--- config.mk ---
export PLATFORM = sky130hd
export DESIGN_NAME = line_buffer_taps_flat
export DESIGN_NICKNAME = d
export VERILOG_FILES = /design/src/rtl/lb_pkg.sv /design/src/rtl/lb_if.sv /design/src/rtl/lb_row_ram.sv /design/src/rtl/line_buffer_taps.sv /design/src/flat_wrapper.sv
export SDC_FILE = /design/constraint.sdc
export NUM_CORES = 2
export LEC_CHECK = 0
export CAP_MARGIN = 20
export CELL_PAD_IN_SITES_DETAIL_PLACEMENT = 1
export CELL_PAD_IN_SITES_GLOBAL_PLACEMENT = 1
export CORE_UTILIZATION = 30
export DETAILED_ROUTE_END_ITERATION = 6
export GPL_TIMING_DRIVEN = 0
export HOLD_SLACK_MARGIN = 0.02
export PLACE_DENSITY = 0.5
export SYNTH_ARGS = -nofsm -noshare
export SYNTH_HDL_FRONTEND = slang
export SYNTH_SLANG_ARGS = --single-unit
--- constraint.sdc ---
create_clock -name clk -period 5.2 [get_ports clk]
set_input_delay 0.78 -clock clk [delete_from_list [all_inputs] [get_ports clk]]
set_output_delay 0.78 -clock clk [all_outputs]
set_load 0.02 [all_outputs]
--- src/rtl/lb_pkg.sv ---
// lb_pkg: shared defaults and row-length clamping for the line buffer
package lb_pkg;
    localparam int DATA_W_D  = 8;
    localparam int MAX_LEN_D = 109;
    localparam int ROWS_D    = 2;

    function automatic int clamp_len(input int len, input int max_len);
        return (len == 0 || len > max_len) ? max_len : len;
    endfunction
endpackage

--- src/rtl/lb_if.sv ---
// lb_if: pixel stream in, aligned vertical taps out
interface lb_if
    import lb_pkg::*;
#(
    parameter int DATA_W = DATA_W_D,
    parameter int ROWS   = ROWS_D,
    parameter int LEN_W  = $clog2(MAX_LEN_D + 1)
);
    logic                         clear_i;
    logic [LEN_W-1:0]             row_len_i;
    logic                         valid_i;
    logic [DATA_W-1:0]            data_i;
    logic                         valid_o;
    logic [(ROWS+1)*DATA_W-1:0]   taps_o;
    logic [ROWS:0]                row_ok_o;
    logic                         full_o;

    modport master (output clear_i, row_len_i, valid_i, data_i,
                    input  valid_o, taps_o, row_ok_o, full_o);
    modport slave  (input  clear_i, row_len_i, valid_i, data_i,
                    output valid_o, taps_o, row_ok_o, full_o);
endinterface

--- src/rtl/lb_row_ram.sv ---
// lb_row_ram: one row of pixel storage; combinational read returns the pre-write word
module lb_row_ram #(
    parameter int DATA_W  = 8,
    parameter int MAX_LEN = 109,
    parameter int AW      = 7
) (
    input  logic              clk,
    input  logic              en,
    input  logic [AW-1:0]     addr,
    input  logic [DATA_W-1:0] wdata,
    output logic [DATA_W-1:0] rdata
);
    logic [DATA_W-1:0] mem [MAX_LEN];

    assign rdata = mem[addr];

    always_ff @(posedge clk)
        if (en) mem[addr] <= wdata;
endmodule

--- src/rtl/line_buffer_taps.sv ---
// line_buffer_taps: chained row RAMs sharing one pointer, presenting ROWS+1 aligned taps
module line_buffer_taps
    import lb_pkg::*;
#(
    parameter int DATA_W  = DATA_W_D,
    parameter int MAX_LEN = MAX_LEN_D,
    parameter int ROWS    = ROWS_D,
    parameter int LEN_W   = $clog2(MAX_LEN + 1)
) (
    input logic clk,
    input logic rst_n,
    lb_if.slave bus
);
    localparam int CNT_W = $clog2(ROWS + 1);

    logic [LEN_W-1:0]           ptr, len_q;
    logic [CNT_W-1:0]           row_cnt;
    logic [DATA_W-1:0]          old [ROWS];
    logic [(ROWS+1)*DATA_W-1:0] taps_d;
    logic [ROWS:0]              ok_d;
    logic                       acc, last;

    assign acc  = bus.valid_i & ~bus.clear_i;
    assign last = ptr == len_q - LEN_W'(1);
    assign taps_d[DATA_W-1:0] = bus.data_i;
    assign ok_d[0] = 1'b1;

    // RAM g holds the row g+1 lines back; each pushes its evicted word into the next
    for (genvar g = 0; g < ROWS; g++) begin : g_row
        lb_row_ram #(.DATA_W(DATA_W), .MAX_LEN(MAX_LEN), .AW(LEN_W)) u_ram (
            .clk  (clk),
            .en   (acc),
            .addr (ptr),
            .wdata(g == 0 ? bus.data_i : old[g == 0 ? 0 : g-1]),
            .rdata(old[g])
        );
        assign ok_d[g+1] = row_cnt > CNT_W'(g);
        assign taps_d[(g+1)*DATA_W +: DATA_W] = ok_d[g+1] ? old[g] : '0;
    end

    always_ff @(posedge clk) begin
        if (!rst_n || bus.clear_i) begin
            ptr          <= '0;
            row_cnt      <= '0;
            len_q        <= !rst_n ? LEN_W'(MAX_LEN) : LEN_W'(clamp_len(int'(bus.row_len_i), MAX_LEN));
            bus.valid_o  <= 1'b0;
            bus.taps_o   <= '0;
            bus.row_ok_o <= '0;
            bus.full_o   <= 1'b0;
        end else begin
            bus.valid_o <= acc;
            if (acc) begin
                ptr          <= last ? '0 : ptr + LEN_W'(1);
                if (last && row_cnt != CNT_W'(ROWS)) row_cnt <= row_cnt + CNT_W'(1);
                bus.taps_o   <= taps_d;
                bus.row_ok_o <= ok_d;
                bus.full_o   <= row_cnt == CNT_W'(ROWS);
            end
        end
    end
endmodule

--- src/flat_wrapper.sv ---
// flat-port wrapper written by rule: the top's interface ports become plain ports
module line_buffer_taps_flat import lb_pkg::*;
#(
    parameter int DATA_W  = DATA_W_D,
    parameter int MAX_LEN = MAX_LEN_D,
    parameter int ROWS    = ROWS_D,
    parameter int LEN_W   = $clog2(MAX_LEN + 1)
)
  (clk, rst_n, bus_clear_i, bus_row_len_i, bus_valid_i, bus_data_i, bus_valid_o, bus_taps_o, bus_row_ok_o, bus_full_o);
  lb_if #(.DATA_W(DATA_W), .ROWS(ROWS), .LEN_W(LEN_W)) bus_i ();
  input logic clk;
  input logic rst_n;
  input wire logic [$bits(bus_i.clear_i)-1:0] bus_clear_i;
  input wire logic [$bits(bus_i.row_len_i)-1:0] bus_row_len_i;
  input wire logic [$bits(bus_i.valid_i)-1:0] bus_valid_i;
  input wire logic [$bits(bus_i.data_i)-1:0] bus_data_i;
  output wire logic [$bits(bus_i.valid_o)-1:0] bus_valid_o;
  output wire logic [$bits(bus_i.taps_o)-1:0] bus_taps_o;
  output wire logic [$bits(bus_i.row_ok_o)-1:0] bus_row_ok_o;
  output wire logic [$bits(bus_i.full_o)-1:0] bus_full_o;
  assign bus_i.clear_i = bus_clear_i;
  assign bus_i.row_len_i = bus_row_len_i;
  assign bus_i.valid_i = bus_valid_i;
  assign bus_i.data_i = bus_data_i;
  assign bus_valid_o = bus_i.valid_o;
  assign bus_taps_o = bus_i.taps_o;
  assign bus_row_ok_o = bus_i.row_ok_o;
  assign bus_full_o = bus_i.full_o;
  line_buffer_taps #(.DATA_W(DATA_W), .MAX_LEN(MAX_LEN), .ROWS(ROWS), .LEN_W(LEN_W)) u_core (.clk(clk), .rst_n(rst_n), .bus(bus_i));
endmodule
==> impl_metrics.tcl <==
set metrics [dict create \
    coreArea_mm2 0.230 \
    clk_latency_ns 0.85 \
    crit_path_end_kind "flop" \
    rows 176 \
    viasPerCell 5.46 \
    drt-total-wl_mm 267 \
    yosysWarnings 0 \
    netlist_top_cells_area "edfxtp_1 (76%), mux4_2 (12%), mux2i_1 (2.1%)" \
    arrival_ns 5.92 \
    drc 0 \
    p_total_mw 30.2 \
    cts_buffers 192 \
    synth_top_area_cell "edfxtp_1" \
    crit_required_ns 5.96 \
    avgSynthCellArea_um2 21.1 \
    synthTopCellsByCount "edfxtp_1 (1,751), mux4_2 (372), nor2_1 (181)" \
    final.setup.tns_ns 0 \
    place_ws_ns 0.272 \
    synth-main-ff-cell "edfxtp_1" \
    cts_tree "done" \
    drtIter0Drc 4976 \
    ys_seq_area_frac 0.771 \
    cts_resized 0 \
    synth_cell_types 62 \
    status "finished clean" \
    io_buffer_count 47 \
    hp-class "in2reg" \
    syn_area_mm2 0.0694 \
    holdWs_ns 0.403 \
    dpl_cell_area_mm2 0.0777 \
    rsz0062_at_grt "no" \
    grt_pass1_wl_mm 354 \
    clkTransAtPathRegs_ns 0.06 \
    ir_worst_vdd_mv 0.285 \
    pin_count 48 \
    grt_usage 0.229 \
    die_w_um 483 \
    drv_slew 0 \
    finalWeightedCongestion 0.916 \
    synth_top_area_frac 0.758 \
    postCtsSetupRepairBufs 0 \
    antenna_left 0 \
    htree_levels 4 \
    p_leak_nw 25.4 \
    slew_headroom 0.129 \
    syn_to_final_growth_pct 20.6 \
    drive_gt1_frac 0.284 \
    die_h_um 483 \
    vias 37800 \
    worst_pin_slew_ns 1.31 \
    layout.nets 3757 \
    ys_seq_elements 1796 \
    synth_most_common_cell "edfxtp_1" \
    root_buffer "clkbuf_16" \
    skew_ns 0.0309 \
    nFillCells 22400 \
    crit_type "reg2reg" \
    grt_overflow 0 \
    p_per_area_mw_per_mm2 361 \
    place_hpwl_mm 191 \
    synth_nets 3314 \
    die_area_mm2 0.233 \
    grt_pass1_vias 37900 \
    critPathMaxFanout 10 \
    first_pass_iters 7 \
    cts_sinks 1796 \
    max_cap_violations 0 \
    synthCells 3290 \
    finalCriticalPeriod_ns 5.16 \
    hold_viol 0 \
    synth_edf_count 1751 \
    antenna_found_initial 14 \
    setup_ws_ns 0.0388 \
    design_area_mm2 0.0837 \
    period_share 0.993 \
    worst_setup_path_start_kind "flop" \
    initial_core_util 0.302 \
    max_clock_freq_mhz 194 \
    async_flop_share 0 \
    avgRoutedWirePerCell_um 38.6 \
    cts_max_path_buffers 3 \
    grt_start_max_net_pins 87 \
    holdBufCountCts 0 \
    setup_viol 0 \
]
## final cells by class
class / instances / area [um^2] / share of cell area
Inverter: 14 / 52.6 / 0.000628
Buffer: 174 / 1120 / 0.0134
Timing Repair Buffer: 249 / 4040 / 0.0482
Sequential cell: 1796 / 53500 / 0.639
Clock inverter: 94 / 742 / 0.00887
Antenna cell: 7 / 17.5 / 0.000209
Clock buffer: 260 / 5220 / 0.0623
Multi-Input combinational cell: 1306 / 15200 / 0.182
Tap cell: 3026 / 3790 / 0.0453
## per-layer routing
layer	GRT usage	up-vias	routed length, um
met3	0.0413	378	18800
met2	0.354	1674	122000
met5	0	-	0
met4	0.105	0	13500
li1	-	14700	-
met1	0.314	21000	113000
## power breakdown
group          leakage (nW)  internal [mW]  switching (mW)
Sequential             16.1           15.9          0.0126
Clock                  2.89           7.46            5.85
Combinational          6.36          0.305           0.662
Total                  25.4           23.7            6.53
## cells in the final DEF, fill, tap and decap left out, types with 10 or more instances in the layout
cell type,n
edfxtp_1,1751
buf_16,56
dfxtp_1,45
a21oi_1,22
inv_1,13
a221oi_1,10
o221ai_1,21
buf_8,93
mux2_2,32
a31oi_1,11
nand2b_1,15
nor2_1,74
buf_4,52
buf_2,39
clkbuf_2,12
o21ai_0,10
clkbuf_1,119
a22oi_1,81
clkinv_1,49
a22o_1,16
nand2_1,73
o22ai_1,46
mux2i_1,144
mux4_2,372
nand3_1,41
nor3_1,27
clkinv_2,22
nor2_4,14
clkdlybuf4s50_1,39
buf_12,25
nor2b_1,21
nor4_1,12
clkbuf_16,197
a211oi_1,22
nor2_2,93
buf_6,36
nand4_1,10
## registers in the layout, indices dropped and copies added, names as in the netlist, named ones only
register,cells
u_core.g_row.u_ram.mem,1744
u_core.bus.taps_o,24
u_core.len_q,7
u_core.ptr,7
u_core.bus.row_ok_o,3
u_core.row_cnt,2
u_core.bus.full_o,1
u_core.bus.valid_o,1
## kinds of logic after synthesis
kind of cell / synth area share
simple gates: 0.0294
compound gates: 0.0314
flops: 0.771
fa+ha+maj: 0.000902
xor+xnor: 0.00202
buf+inv: 0.0166
mux: 0.149
## path summary, 6_finish.rpt
path | start | endpoint | slack, ns | cells past startpoint
worst max register to register | flop | u_core.bus.taps_o[19] | 0.04 | 7
worst min-delay path | bus_data_i[3] | u_core.g_row[0].u_ram.mem[58][3] | 0.40 | 1
worst min register to register | u_core.bus.row_ok_o[0] | u_core.bus.row_ok_o[0] | 0.48 | 2
worst max-delay path | flop | u_core.bus.taps_o[19] | 0.04 | 7
## critical path: stages (launching register included)
cell,delay (ns)
dfxtp_1,0.36
clkbuf_1,0.72
nand3b_1,0.53
clkbuf_1,0.81
o22ai_1,0.50
o31ai_1,1.06
nand3_1,0.73
a31oi_1,0.33
## per-stage QoR
step,utilization,cells
final,0.364,6926
after floorplan,-,3290
after detailed placement,0.338,6561
after global placement,0.320,6363
after CTS,0.364,6915
after global routing,0.364,6919
Note: power is estimated with default switching activity, not from simulation.
